`src/rtl/pipeline_control_unit_pkg.sv`:
```
// Shared types and default timing constants for the pipeline control unit.
package pipeline_control_pkg;

    localparam int DefMemTimeout  = 64;
    localparam int DefDrainCycles = 3;

    typedef enum logic [1:0] {
        Run,
        MemWait,
        Drain,
        Redirect
    } ctrl_state_t;

    typedef enum logic [1:0] {
        PcSeq    = 2'b00,
        PcBranch = 2'b01,
        PcTrap   = 2'b10,
        PcMepc   = 2'b11
    } pc_src_t;

    typedef struct packed {
        logic en;
        logic flush;
    } stage_ctrl_t;

    localparam stage_ctrl_t StageRun = '{en: 1'b1, flush: 1'b0};

endpackage

```
`src/rtl/pipeline_control_unit_if.sv`:
```
// Status bits from the pipeline stages and the control lines back to the
// pipeline registers and PC.
interface pipeline_control_unit_if;
    import pipeline_control_pkg::*;

    logic [4:0]  id_rs1;
    logic [4:0]  id_rs2;
    logic        id_uses_rs1;
    logic        id_uses_rs2;
    logic [4:0]  ex_rd;
    logic        ex_mem_read;
    logic        ex_branch_taken;
    logic        mem_trap;
    logic        mem_mret;
    logic        irq_pending;
    logic        imem_ack;
    // dmem_req stays high while a MEM access is outstanding; the cycle with
    // dmem_req && dmem_ack completes it, and data is usable in that cycle.
    logic        dmem_req;
    logic        dmem_ack;

    logic        if_id_en;
    logic        id_ex_en;
    logic        ex_mem_en;
    logic        mem_wb_en;
    logic        if_id_flush;
    logic        id_ex_flush;
    logic        ex_mem_flush;
    logic        mem_wb_flush;
    logic        pc_en;
    pc_src_t     pc_src;
    logic        trap_taken;
    logic        bus_fault;
    logic        busy;
    ctrl_state_t state;

    modport master (
        input  id_rs1, id_rs2, id_uses_rs1, id_uses_rs2, ex_rd, ex_mem_read,
               ex_branch_taken, mem_trap, mem_mret, irq_pending, imem_ack,
               dmem_req, dmem_ack,
        output if_id_en, id_ex_en, ex_mem_en, mem_wb_en,
               if_id_flush, id_ex_flush, ex_mem_flush, mem_wb_flush,
               pc_en, pc_src, trap_taken, bus_fault, busy, state
    );

    modport slave (
        output id_rs1, id_rs2, id_uses_rs1, id_uses_rs2, ex_rd, ex_mem_read,
               ex_branch_taken, mem_trap, mem_mret, irq_pending, imem_ack,
               dmem_req, dmem_ack,
        input  if_id_en, id_ex_en, ex_mem_en, mem_wb_en,
               if_id_flush, id_ex_flush, ex_mem_flush, mem_wb_flush,
               pc_en, pc_src, trap_taken, bus_fault, busy, state
    );

endinterface

```
`src/rtl/pipeline_control_unit_hazard_detector.sv`:
```
// Load-use detection: a load in EX whose rd is read by the instruction in ID.
module hazard_detector (
    input  logic [4:0] id_rs1,
    input  logic [4:0] id_rs2,
    input  logic       id_uses_rs1,
    input  logic       id_uses_rs2,
    input  logic [4:0] ex_rd,
    input  logic       ex_mem_read,
    output logic       load_use
);

    // x0 never carries a dependency, so a load to x0 cannot cause a stall.
    assign load_use = ex_mem_read && (ex_rd != 5'd0) &&
                      ((id_uses_rs1 && (id_rs1 == ex_rd)) ||
                       (id_uses_rs2 && (id_rs2 == ex_rd)));

endmodule

```
`src/rtl/pipeline_control_unit.sv`:
```
// Pipeline sequencer: per-stage enable/flush, PC enable/select, trap entry,
// data-memory wait handling and interrupt drain.
module pipeline_control_unit
    import pipeline_control_pkg::*;
#(
    parameter int MemTimeout  = DefMemTimeout,
    parameter int DrainCycles = DefDrainCycles
) (
    input  logic                    clock,
    input  logic                    reset,
    pipeline_control_unit_if.master bus
);

    localparam int              CntW       = $clog2(MemTimeout);
    localparam logic [CntW-1:0] TimeoutCnt = CntW'(MemTimeout - 1);
    localparam logic [CntW-1:0] DrainInit  = CntW'(DrainCycles - 1);
    localparam logic [CntW-1:0] CntOne     = CntW'(1);

    ctrl_state_t     state_q, state_d;
    logic [CntW-1:0] cnt_q, cnt_d;

    stage_ctrl_t if_id, id_ex, ex_mem, mem_wb;
    logic        pc_en, trap_taken, bus_fault;
    pc_src_t     pc_src;
    logic        load_use, dmem_stall;
    logic        advance, freeze, trap;

    hazard_detector u_hazard (
        .id_rs1      (bus.id_rs1),
        .id_rs2      (bus.id_rs2),
        .id_uses_rs1 (bus.id_uses_rs1),
        .id_uses_rs2 (bus.id_uses_rs2),
        .ex_rd       (bus.ex_rd),
        .ex_mem_read (bus.ex_mem_read),
        .load_use    (load_use)
    );

    assign dmem_stall = bus.dmem_req && !bus.dmem_ack;

    always_ff @(posedge clock) begin
        if (reset) begin
            state_q <= Run;
            cnt_q   <= '0;
        end else begin
            state_q <= state_d;
            cnt_q   <= cnt_d;
        end
    end

    always_comb begin
        state_d    = state_q;
        cnt_d      = cnt_q;
        if_id      = StageRun;
        id_ex      = StageRun;
        ex_mem     = StageRun;
        mem_wb     = StageRun;
        pc_en      = 1'b1;
        pc_src     = PcSeq;
        trap_taken = 1'b0;
        bus_fault  = 1'b0;
        advance    = 1'b0;
        freeze     = 1'b0;
        trap       = 1'b0;

        case (state_q)
            Run: begin
                if (bus.mem_trap) begin
                    trap = 1'b1;
                end else if (bus.irq_pending && !bus.dmem_req) begin
                    state_d     = Drain;
                    cnt_d       = DrainInit;
                    pc_en       = 1'b0;
                    if_id.flush = 1'b1;
                end else if (bus.mem_mret) begin
                    pc_src       = PcMepc;
                    if_id.flush  = 1'b1;
                    id_ex.flush  = 1'b1;
                    ex_mem.flush = 1'b1;
                end else if (dmem_stall) begin
                    freeze  = 1'b1;
                    state_d = MemWait;
                    cnt_d   = CntOne;
                end else begin
                    advance = 1'b1;
                end
            end
            MemWait: begin
                if (bus.dmem_ack || !bus.dmem_req) begin
                    advance = 1'b1;
                    state_d = Run;
                    cnt_d   = '0;
                end else if (cnt_q == TimeoutCnt) begin
                    trap      = 1'b1;
                    bus_fault = 1'b1;
                    state_d   = Run;
                    cnt_d     = '0;
                end else begin
                    freeze = 1'b1;
                    cnt_d  = cnt_q + CntOne;
                end
            end
            Drain: begin
                if (bus.mem_trap) begin
                    trap    = 1'b1;
                    state_d = Run;
                    cnt_d   = '0;
                end else if (dmem_stall) begin
                    freeze = 1'b1;
                end else begin
                    // Fetch is held off; older instructions retire, branches in EX are dropped.
                    pc_en       = 1'b0;
                    if_id.flush = 1'b1;
                    if (cnt_q == '0) state_d = Redirect;
                    else             cnt_d   = cnt_q - CntOne;
                end
            end
            Redirect: begin
                pc_src       = PcTrap;
                trap_taken   = 1'b1;
                if_id.flush  = 1'b1;
                id_ex.flush  = 1'b1;
                ex_mem.flush = 1'b1;
                state_d      = Run;
                cnt_d        = '0;
            end
            default: begin
                state_d = Run;
                cnt_d   = '0;
            end
        endcase

        if (advance) begin
            if (bus.ex_branch_taken) begin
                pc_src      = PcBranch;
                if_id.flush = 1'b1;
                id_ex.flush = 1'b1;
            end else begin
                if (load_use) begin
                    pc_en       = 1'b0;
                    if_id.en    = 1'b0;
                    id_ex.flush = 1'b1;
                end
                if (!bus.imem_ack) begin
                    pc_en       = 1'b0;
                    if_id.flush = 1'b1;
                end
            end
        end

        if (freeze) begin
            if_id.en     = 1'b0;
            id_ex.en     = 1'b0;
            ex_mem.en    = 1'b0;
            mem_wb.en    = 1'b0;
            mem_wb.flush = 1'b1;
            pc_en        = 1'b0;
        end

        // The faulting instruction is squashed in MEM/WB so it never writes back.
        if (trap) begin
            pc_src       = PcTrap;
            pc_en        = 1'b1;
            trap_taken   = 1'b1;
            if_id.flush  = 1'b1;
            id_ex.flush  = 1'b1;
            ex_mem.flush = 1'b1;
            mem_wb.flush = 1'b1;
        end

        if (reset) begin
            if_id      = '{en: 1'b0, flush: 1'b1};
            id_ex      = '{en: 1'b0, flush: 1'b1};
            ex_mem     = '{en: 1'b0, flush: 1'b1};
            mem_wb     = '{en: 1'b0, flush: 1'b1};
            pc_en      = 1'b0;
            pc_src     = PcSeq;
            trap_taken = 1'b0;
            bus_fault  = 1'b0;
        end
    end

    assign bus.if_id_en     = if_id.en;
    assign bus.id_ex_en     = id_ex.en;
    assign bus.ex_mem_en    = ex_mem.en;
    assign bus.mem_wb_en    = mem_wb.en;
    assign bus.if_id_flush  = if_id.flush;
    assign bus.id_ex_flush  = id_ex.flush;
    assign bus.ex_mem_flush = ex_mem.flush;
    assign bus.mem_wb_flush = mem_wb.flush;
    assign bus.pc_en        = pc_en;
    assign bus.pc_src       = pc_src;
    assign bus.trap_taken   = trap_taken;
    assign bus.bus_fault    = bus_fault;
    assign bus.busy         = !reset && (state_q != Run);
    assign bus.state        = state_q;

endmodule
```
`src/flat_wrapper.sv`:
```
// flat-port wrapper written by rule: the top's interface ports become plain ports
module pipeline_control_unit_flat import pipeline_control_pkg::*;
#(
    parameter int MemTimeout  = DefMemTimeout,
    parameter int DrainCycles = DefDrainCycles
)
  (clock, reset, bus_id_rs1, bus_id_rs2, bus_id_uses_rs1, bus_id_uses_rs2, bus_ex_rd, bus_ex_mem_read, bus_ex_branch_taken, bus_mem_trap, bus_mem_mret, bus_irq_pending, bus_imem_ack, bus_dmem_req, bus_dmem_ack, bus_if_id_en, bus_id_ex_en, bus_ex_mem_en, bus_mem_wb_en, bus_if_id_flush, bus_id_ex_flush, bus_ex_mem_flush, bus_mem_wb_flush, bus_pc_en, bus_pc_src, bus_trap_taken, bus_bus_fault, bus_busy, bus_state);
  pipeline_control_unit_if bus_i ();
  input  logic clock;
  input  logic reset;
  input wire logic [$bits(bus_i.id_rs1)-1:0] bus_id_rs1;
  input wire logic [$bits(bus_i.id_rs2)-1:0] bus_id_rs2;
  input wire logic [$bits(bus_i.id_uses_rs1)-1:0] bus_id_uses_rs1;
  input wire logic [$bits(bus_i.id_uses_rs2)-1:0] bus_id_uses_rs2;
  input wire logic [$bits(bus_i.ex_rd)-1:0] bus_ex_rd;
  input wire logic [$bits(bus_i.ex_mem_read)-1:0] bus_ex_mem_read;
  input wire logic [$bits(bus_i.ex_branch_taken)-1:0] bus_ex_branch_taken;
  input wire logic [$bits(bus_i.mem_trap)-1:0] bus_mem_trap;
  input wire logic [$bits(bus_i.mem_mret)-1:0] bus_mem_mret;
  input wire logic [$bits(bus_i.irq_pending)-1:0] bus_irq_pending;
  input wire logic [$bits(bus_i.imem_ack)-1:0] bus_imem_ack;
  input wire logic [$bits(bus_i.dmem_req)-1:0] bus_dmem_req;
  input wire logic [$bits(bus_i.dmem_ack)-1:0] bus_dmem_ack;
  output wire logic [$bits(bus_i.if_id_en)-1:0] bus_if_id_en;
  output wire logic [$bits(bus_i.id_ex_en)-1:0] bus_id_ex_en;
  output wire logic [$bits(bus_i.ex_mem_en)-1:0] bus_ex_mem_en;
  output wire logic [$bits(bus_i.mem_wb_en)-1:0] bus_mem_wb_en;
  output wire logic [$bits(bus_i.if_id_flush)-1:0] bus_if_id_flush;
  output wire logic [$bits(bus_i.id_ex_flush)-1:0] bus_id_ex_flush;
  output wire logic [$bits(bus_i.ex_mem_flush)-1:0] bus_ex_mem_flush;
  output wire logic [$bits(bus_i.mem_wb_flush)-1:0] bus_mem_wb_flush;
  output wire logic [$bits(bus_i.pc_en)-1:0] bus_pc_en;
  output wire logic [$bits(bus_i.pc_src)-1:0] bus_pc_src;
  output wire logic [$bits(bus_i.trap_taken)-1:0] bus_trap_taken;
  output wire logic [$bits(bus_i.bus_fault)-1:0] bus_bus_fault;
  output wire logic [$bits(bus_i.busy)-1:0] bus_busy;
  output wire logic [$bits(bus_i.state)-1:0] bus_state;
  assign bus_i.id_rs1 = bus_id_rs1;
  assign bus_i.id_rs2 = bus_id_rs2;
  assign bus_i.id_uses_rs1 = bus_id_uses_rs1;
  assign bus_i.id_uses_rs2 = bus_id_uses_rs2;
  assign bus_i.ex_rd = bus_ex_rd;
  assign bus_i.ex_mem_read = bus_ex_mem_read;
  assign bus_i.ex_branch_taken = bus_ex_branch_taken;
  assign bus_i.mem_trap = bus_mem_trap;
  assign bus_i.mem_mret = bus_mem_mret;
  assign bus_i.irq_pending = bus_irq_pending;
  assign bus_i.imem_ack = bus_imem_ack;
  assign bus_i.dmem_req = bus_dmem_req;
  assign bus_i.dmem_ack = bus_dmem_ack;
  assign bus_if_id_en = bus_i.if_id_en;
  assign bus_id_ex_en = bus_i.id_ex_en;
  assign bus_ex_mem_en = bus_i.ex_mem_en;
  assign bus_mem_wb_en = bus_i.mem_wb_en;
  assign bus_if_id_flush = bus_i.if_id_flush;
  assign bus_id_ex_flush = bus_i.id_ex_flush;
  assign bus_ex_mem_flush = bus_i.ex_mem_flush;
  assign bus_mem_wb_flush = bus_i.mem_wb_flush;
  assign bus_pc_en = bus_i.pc_en;
  assign bus_pc_src = bus_i.pc_src;
  assign bus_trap_taken = bus_i.trap_taken;
  assign bus_bus_fault = bus_i.bus_fault;
  assign bus_busy = bus_i.busy;
  assign bus_state = bus_i.state;
  pipeline_control_unit #(.MemTimeout(MemTimeout), .DrainCycles(DrainCycles)) u_core (.clock(clock), .reset(reset), .bus(bus_i));
endmodule
```
`config.mk`:
```
export PLATFORM = sky130hd
export DESIGN_NAME = pipeline_control_unit_flat
export DESIGN_NICKNAME = d
export VERILOG_FILES = /design/src/rtl/pipeline_control_unit_pkg.sv /design/src/rtl/pipeline_control_unit_if.sv /design/src/rtl/pipeline_control_unit_hazard_detector.sv /design/src/rtl/pipeline_control_unit.sv /design/src/flat_wrapper.sv
export SDC_FILE = /design/constraint.sdc
export NUM_CORES = 1
export LEC_CHECK = 0
export CORE_MARGIN = 8
export CORE_UTILIZATION = 45
export CTS_BUF_LIST = sky130_fd_sc_hd__clkbuf_2
export DETAILED_ROUTE_END_ITERATION = 6
export MAX_ROUTING_LAYER = met4
export PLACE_DENSITY_LB_ADDON = 0.05
export SKIP_CTS_REPAIR_TIMING = 1
export SYNTH_ARGS = -nofsm -noshare
export SYNTH_HDL_FRONTEND = slang
export SYNTH_HIERARCHICAL = 1
export SYNTH_SLANG_ARGS = --single-unit
export TNS_END_PERCENT = 30
```
`constraint.sdc`:
```
create_clock -name clock -period 3.4 [get_ports clock]
set_input_delay 0.68 -clock clock [delete_from_list [all_inputs] [get_ports clock]]
set_output_delay 0.68 -clock clock [all_outputs]
set_load 0.01 [all_outputs]
```
---- Word level (Yosys, flattened, before mapping) ----
Index checks and enable logic that the tools add are counted.
cells by class
  bitwise logic cells ..................... 0
  div/mod/pow operators ................... 0
  $mul .................................... 0
  reductions and logical operators ........ 19
  $lt $le $gt $ge ......................... 0
  shift operators ......................... 0
  $add $sub $neg .......................... 2
  equal/unequal tests ..................... 13
  muxes and demuxes ....................... 89
operators with widths
  cell                 count
  $mux 6               9
  $mux 1               49
  $mux 2               22
  $pmux 6 s4           1
  $eq 5x5->1           2
  $pmux 1 s2           4
  $pmux 2 s4           1
  $logic_and 1x1->1    7
  $add 6x1->6 const B  1
  $eq 6x6->1 const B   1
  $logic_not 6->1      1
  $ne 3x1->1 const B   2
  $ne 3x2->1 const B   2
  $ne 3x3->1 const B   2
  $pmux 1 s3           2
  $reduce_and 6->1     1
  $sub 6x1->6 const B  1
  $reduce_and 5->1     1
  $reduce_bool 5->1    1
  $eq 2x2->1 const B   2
  $pmux 2 s2           1
  $logic_not 1->1      3
  $eq 2x1->1 const B   1
  $logic_not 2->1      1
  other kinds (4)      5
storage, ports and cells
  memory bits (read-only) ................. 0
  RAM bits ................................ 0
  bits in latches ......................... 0
  input port bits ......................... 27
  register bits after elaboration ......... 8
  word-level logic and storage cells ...... 125
  memories ................................ 0

---- Longest topological paths before layout ----
  depth after elaboration ................. 12
  mapped depth ............................ 8
  depth with buffers taken out ............ 8

---- Hierarchy ----
The synthesis kept the hierarchy.
by module, submodules not included
  module                 area an instance (um^2)  cells an instance  instances
  pipeline_control_unit  1018.5                   135                1
  hazard_detector        133.9                    17                 1

---- Worst setup path after synthesis ----
No wires, ideal clock.
  kind .................................... register to output
  from .................................... register u_core.state_q[1] (netlist: u_core/bus.state[1])
  to ...................................... output port bus_id_ex_en
  stages on the path, launching flop included .. 9
  setup slack ............................. 0.943 ns
  arrival time ............................ 1.777 ns
  path through ............................ dfxtp_1 -> inv_1 -> ha_1 -> nand3b_1 -> o21bai_1 -> nor2_1 -> or3_1 -> inv_1 -> buf_4
between the ends
  cells in the longest elaborated chain, start to end .. 4
  elaborated cells between the ends (all ways) .. 6
ends and longest elaborated chain
  what                                RTL line                      text
  from (decl)                         pipeline_control_unit.sv:19   ctrl_state_t state_q, state_d;
  from (signal assigned)              pipeline_control_unit.sv:42   state_q <= Run;
  from (signal assigned)              pipeline_control_unit.sv:45   state_q <= state_d;
  $eq 2x2->1 (tied with other cells)  pipeline_control_unit.sv:65   case (state_q)
  $pmux 1 s3 *                        pipeline_control_unit.sv:65
  $mux 1 *                            pipeline_control_unit.sv:150  if (freeze) begin
  $mux 2 *                            pipeline_control_unit.sv:170  if (reset) begin
  to (decl)                           flat_wrapper.sv:25            output wire logic [$bits(bus_i.id_ex_en)-1:0] bus_id_ex_en;
Every way passes the cells marked *; elsewhere a longest branch is shown, timed or not.

---- Worst setup path after layout ----
  from .................................... input port bus_dmem_ack
  to ...................................... output port bus_mem_wb_flush
between the ends
  cells in the longest elaborated chain, start to end .. 10
  elaborated cells between the ends (all ways) .. 15
ends and longest elaborated chain
  what               RTL line                                                   text
  from (decl)        flat_wrapper.sv:23                                         input wire logic [$bits(bus_i.dmem_ack)-1:0] bus_dmem_ack;
  $logic_not 1->1    pipeline_control_unit.sv:38                                assign dmem_stall = bus.dmem_req && !bus.dmem_ack;
  $logic_and 1x1->1  pipeline_control_unit.sv:38
  $mux 1             pipeline_control_unit.sv:79, pipeline_control_unit.sv:107
  $mux 1             pipeline_control_unit.sv:74                                end else if (bus.mem_mret) begin
  $mux 1             pipeline_control_unit.sv:69                                end else if (bus.irq_pending && !bus.dmem_req) begin
  $mux 1             pipeline_control_unit.sv:67                                if (bus.mem_trap) begin
  $pmux 1 s3         pipeline_control_unit.sv:65
  $mux 2             pipeline_control_unit.sv:150
  $mux 1 *           pipeline_control_unit.sv:160                               if (trap) begin
  $mux 2 *           pipeline_control_unit.sv:170
  to (decl)          flat_wrapper.sv:31                                         output wire logic [$bits(bus_i.mem_wb_flush)-1:0] bus_mem_wb_flush;
Marked as above.

==> out/summary.md <==
### Drt
- antenna-violating nets left: 0
- post-DR wirelength/cell: 17.3 µm
- number of DRC violations after detailed routing: 0
- ratio of routed vias to standard cells: 5.87
- routed wire length: 4090 µm
- Initial DRC Count: 92
- length of the first detailed-routing pass in iterations: 4
- total number of vias: 1385

### Clock network
- TritonCTS clock tree: done
- H-Tree Depth: 1
- Worst-Skew Late Latency: 0.24 ns
- Clock Pin Slew Worst Setup and Hold Paths: 0.07 ns
- buffers from clock root to sink, at most: 2
- number of buffers inserted during clock tree synthesis: 3
- number of sinks driven by the clock tree: 8
- cell chosen for the clock root: clkbuf_2

### Placed design
- weighted congestion at the end of routability-driven global placement: 0.953
- placed instance area: 0.00168 mm²
- number of input and output port buffers inserted: 42
- DPL Wire Length: 3270 µm
- instance count after placement with tap cells included: 232

### Yosys
- cell area after synthesis: 0.00115 mm²
- proportion of register bits with asynchronous set or reset after synthesis: 0%
- prevailing post-synth register cell: dfxtp_1
- Cells after Synth: 152
- number of synthesized flops with an enable pin: 0
- Unique masters post-synth: 52
- Synth warnings: 6
- Mapped Nets: 187
- flip-flop and latch count after synthesis: 8
- share of the yosys chip area belonging to registers: 13.9%
- average size of a mapped cell: 7.58 µm²

### Die
- floorplan die area: 0.00444 mm²
- starting density of the core: 46.9%
- number of placement rows: 18
- Floorplan Core Area: 0.00245 mm²
- die width: 66.6 µm
- count of pins on the block boundary: 43
- height of the chip: 66.6 µm

### Global routing
- global-route congestion overflow total: 0
- vias in the first global route: 1345
- number of antenna violations at the first check in global routing: 0
- largest net degree at the start of global routing: 12
- overall global routing resource usage: 19.3%
- first-pass GRT wire length: 6690 µm

### Timing
- Setup Skew: 0.0106 ns
- unrepaired setup endpoints after global routing: true
- transition time at the pin with the least slew margin: 0.488 ns
- max-slew violation total from the final report: 0
- Final period util: 97.7%
- final hold slack: 0.621 ns
- clock period minus final worst setup slack: 3.32 ns
- Final Hold Violating Endpoints: 0
- peak clock frequency supported by timing: 301 MHz
- Max transition margin: 67.4%
- Setup Viol. Count Final: 0

### Worst setup path
- Top Family by Delay on Critical Path: buffers and inverters
- largest fanout on the critical path: 4
- Slowest-stage cell, CP: clkdlybuf4s50_1
- worst reg2reg path endpoint: u_core/bus.state[1]
- CP peak stage delay: 0.49 ns
- worst reg-to-reg setup slack: 1.22 ns
- Crit Path Category: primary input to output pin
- startpoint of the worst register-to-register path: u_core/bus.state[1]
- list of cells traversed by the critical path: clkdlybuf4s50_1, nand3b_1, o21bai_1, nor2_1, or3_1, inv_1, nand2_1, clkdlybuf4s50_1
- startpoint class of the critical path: primary input
- CP Capture Type: output pin
- cell with the most instances on the worst path: clkdlybuf4s50_1
- R2R cell count: 7
- Crit path arrival time: 2.64 ns
- Crit path required time: 2.72 ns
- Bufs and invs on worst path: 3

### Cells and area
- commonest cells after routing, fill and taps aside: 34 x clkdlybuf4s50_1, 16 x buf_4, 11 x nor2_1, 11 x xor2_1
- fraction of final layout cells sized beyond drive strength 1: 15.0%
- number of standard cells in the final layout excluding fillers: 236
- leading cell type in the layout, fill and taps excluded: clkdlybuf4s50_1
- diodes inserted: 0
- Area Growth Syn to Fin: 51.2%
- final non-filler cell area: 0.00174 mm²
- number of fill cells: 216
- Nets: 243
- utilization after layout: 71.0%

### Power and ir drop
- peak supply drop: 0.710 mV
- static leakage: 0.731 nW
- pwr/cell area: 577 mW/mm²

### Min path
- depth of the worst hold-timing path: 2
- worst min-delay path startpoint: u_core/cnt_q[2]
- end point of the most critical hold path: u_core/cnt_q[2]
- class of the worst hold path: flop to flop

### Job
- max-capacitance violation count: 0

### Outcome
- run status: complete, no violations

-- flip-flops by register name, indices dropped and copies added, names as in the netlist --
register          flops
u_core/bus.state      2
u_core/cnt_q          6
-- Yosys cell counts, types with 2 or more instances --
library cell	n	area (µm²)
o21ai_0	6	30.0
nor4_1	5	31.3
xor2_1	11	96.3
ha_1	8	100
nor2b_1	6	37.5
nor3_1	4	20.0
buf_4	2	15.0
o221ai_1	3	26.3
a211oi_1	2	15.0
nand2_1	9	33.8
o22ai_1	3	18.8
dfxtp_1	8	160
a21oi_1	10	50.1
a221oi_1	2	17.5
nand3_1	6	30.0
a32o_1	3	30.0
nand2b_1	5	31.3
o21bai_1	2	15.0
o21ai_1	2	10.0
nor2_1	11	41.3
buf_2	4	20.0
inv_1	8	30.0
xnor2_1	3	26.3
-- stage by stage --
step	total power, W	setup slack [ns]	setup TNS [ns]
after floorplan	0.000628	0.943	0
after global placement	0.000911	-0.0944	-0.0944
after detailed placement	0.000930	-0.229	-0.305
after CTS	0.000994	-0.228	-0.303
after global routing	0.00109	-0.0651	-0.106
final	0.00101	0.0778	0
-- cell families after synthesis --
group                    after synthesis  synth area share [%]
AND/OR/NAND/NOR                       60                  29.4
AO/OA/AOI/OAI                         47                  31.4
buffers and inverters                 15                  5.97
XOR/XNOR                              14                  10.6
adder cells (fa/ha/maj)                8                  8.69
flip-flops                             8                  13.9
-- layout make-up --
| type | count | area [µm²] | area share [%] |
|---|---|---|---|
| Timing Repair Buffer | 58 | 561 | 32.2 |
| Multi-Input combinational cell | 129 | 940 | 53.9 |
| Clock buffer | 3 | 15.0 | 0.861 |
| Sequential cell | 8 | 160 | 9.19 |
| Tap cell | 30 | 37.5 | 2.15 |
| Inverter | 8 | 30.0 | 1.72 |
-- layer usage --
metal  up-vias  GRT usage (%)  routed length, µm
met3         4           4.36                294
met4         0           3.20                 18
met1       653           24.7               1910
met5         -              -                  0
li1        671              -                  -
met2        57           30.3               1870
-- power by group --
part	internal, W	switching, W	total, W
Sequential	0.000119	0.0000342	0.000153
Combinational	0.000371	0.000424	0.000795
Clock	0.0000240	0.0000337	0.0000578
Total	0.000514	0.000492	0.00101
-- worst max-delay path by stage --
stage                                    from               end  slack, ns  cells after the start
after floorplan           u_core/bus.state[1]      bus_id_ex_en       0.94                      8
after global placement           bus_ex_rd[1]         bus_pc_en      -0.09                      9
after detailed placement         bus_ex_rd[0]         bus_pc_en      -0.23                      9
after CTS                        bus_ex_rd[0]         bus_pc_en      -0.23                      9
after global routing             bus_dmem_ack  bus_mem_wb_flush      -0.07                      8
final                            bus_dmem_ack  bus_mem_wb_flush       0.08                      8
-- tightest hold or removal path, delay by kind of cell, from the launching register on --
kind	cells	cell delay (ns)
DFF	1	0.41
and+or+nand+nor	1	0.10
AOI/OAI and AO/OA	1	0.06
Power figures use the tool's default switching activity.
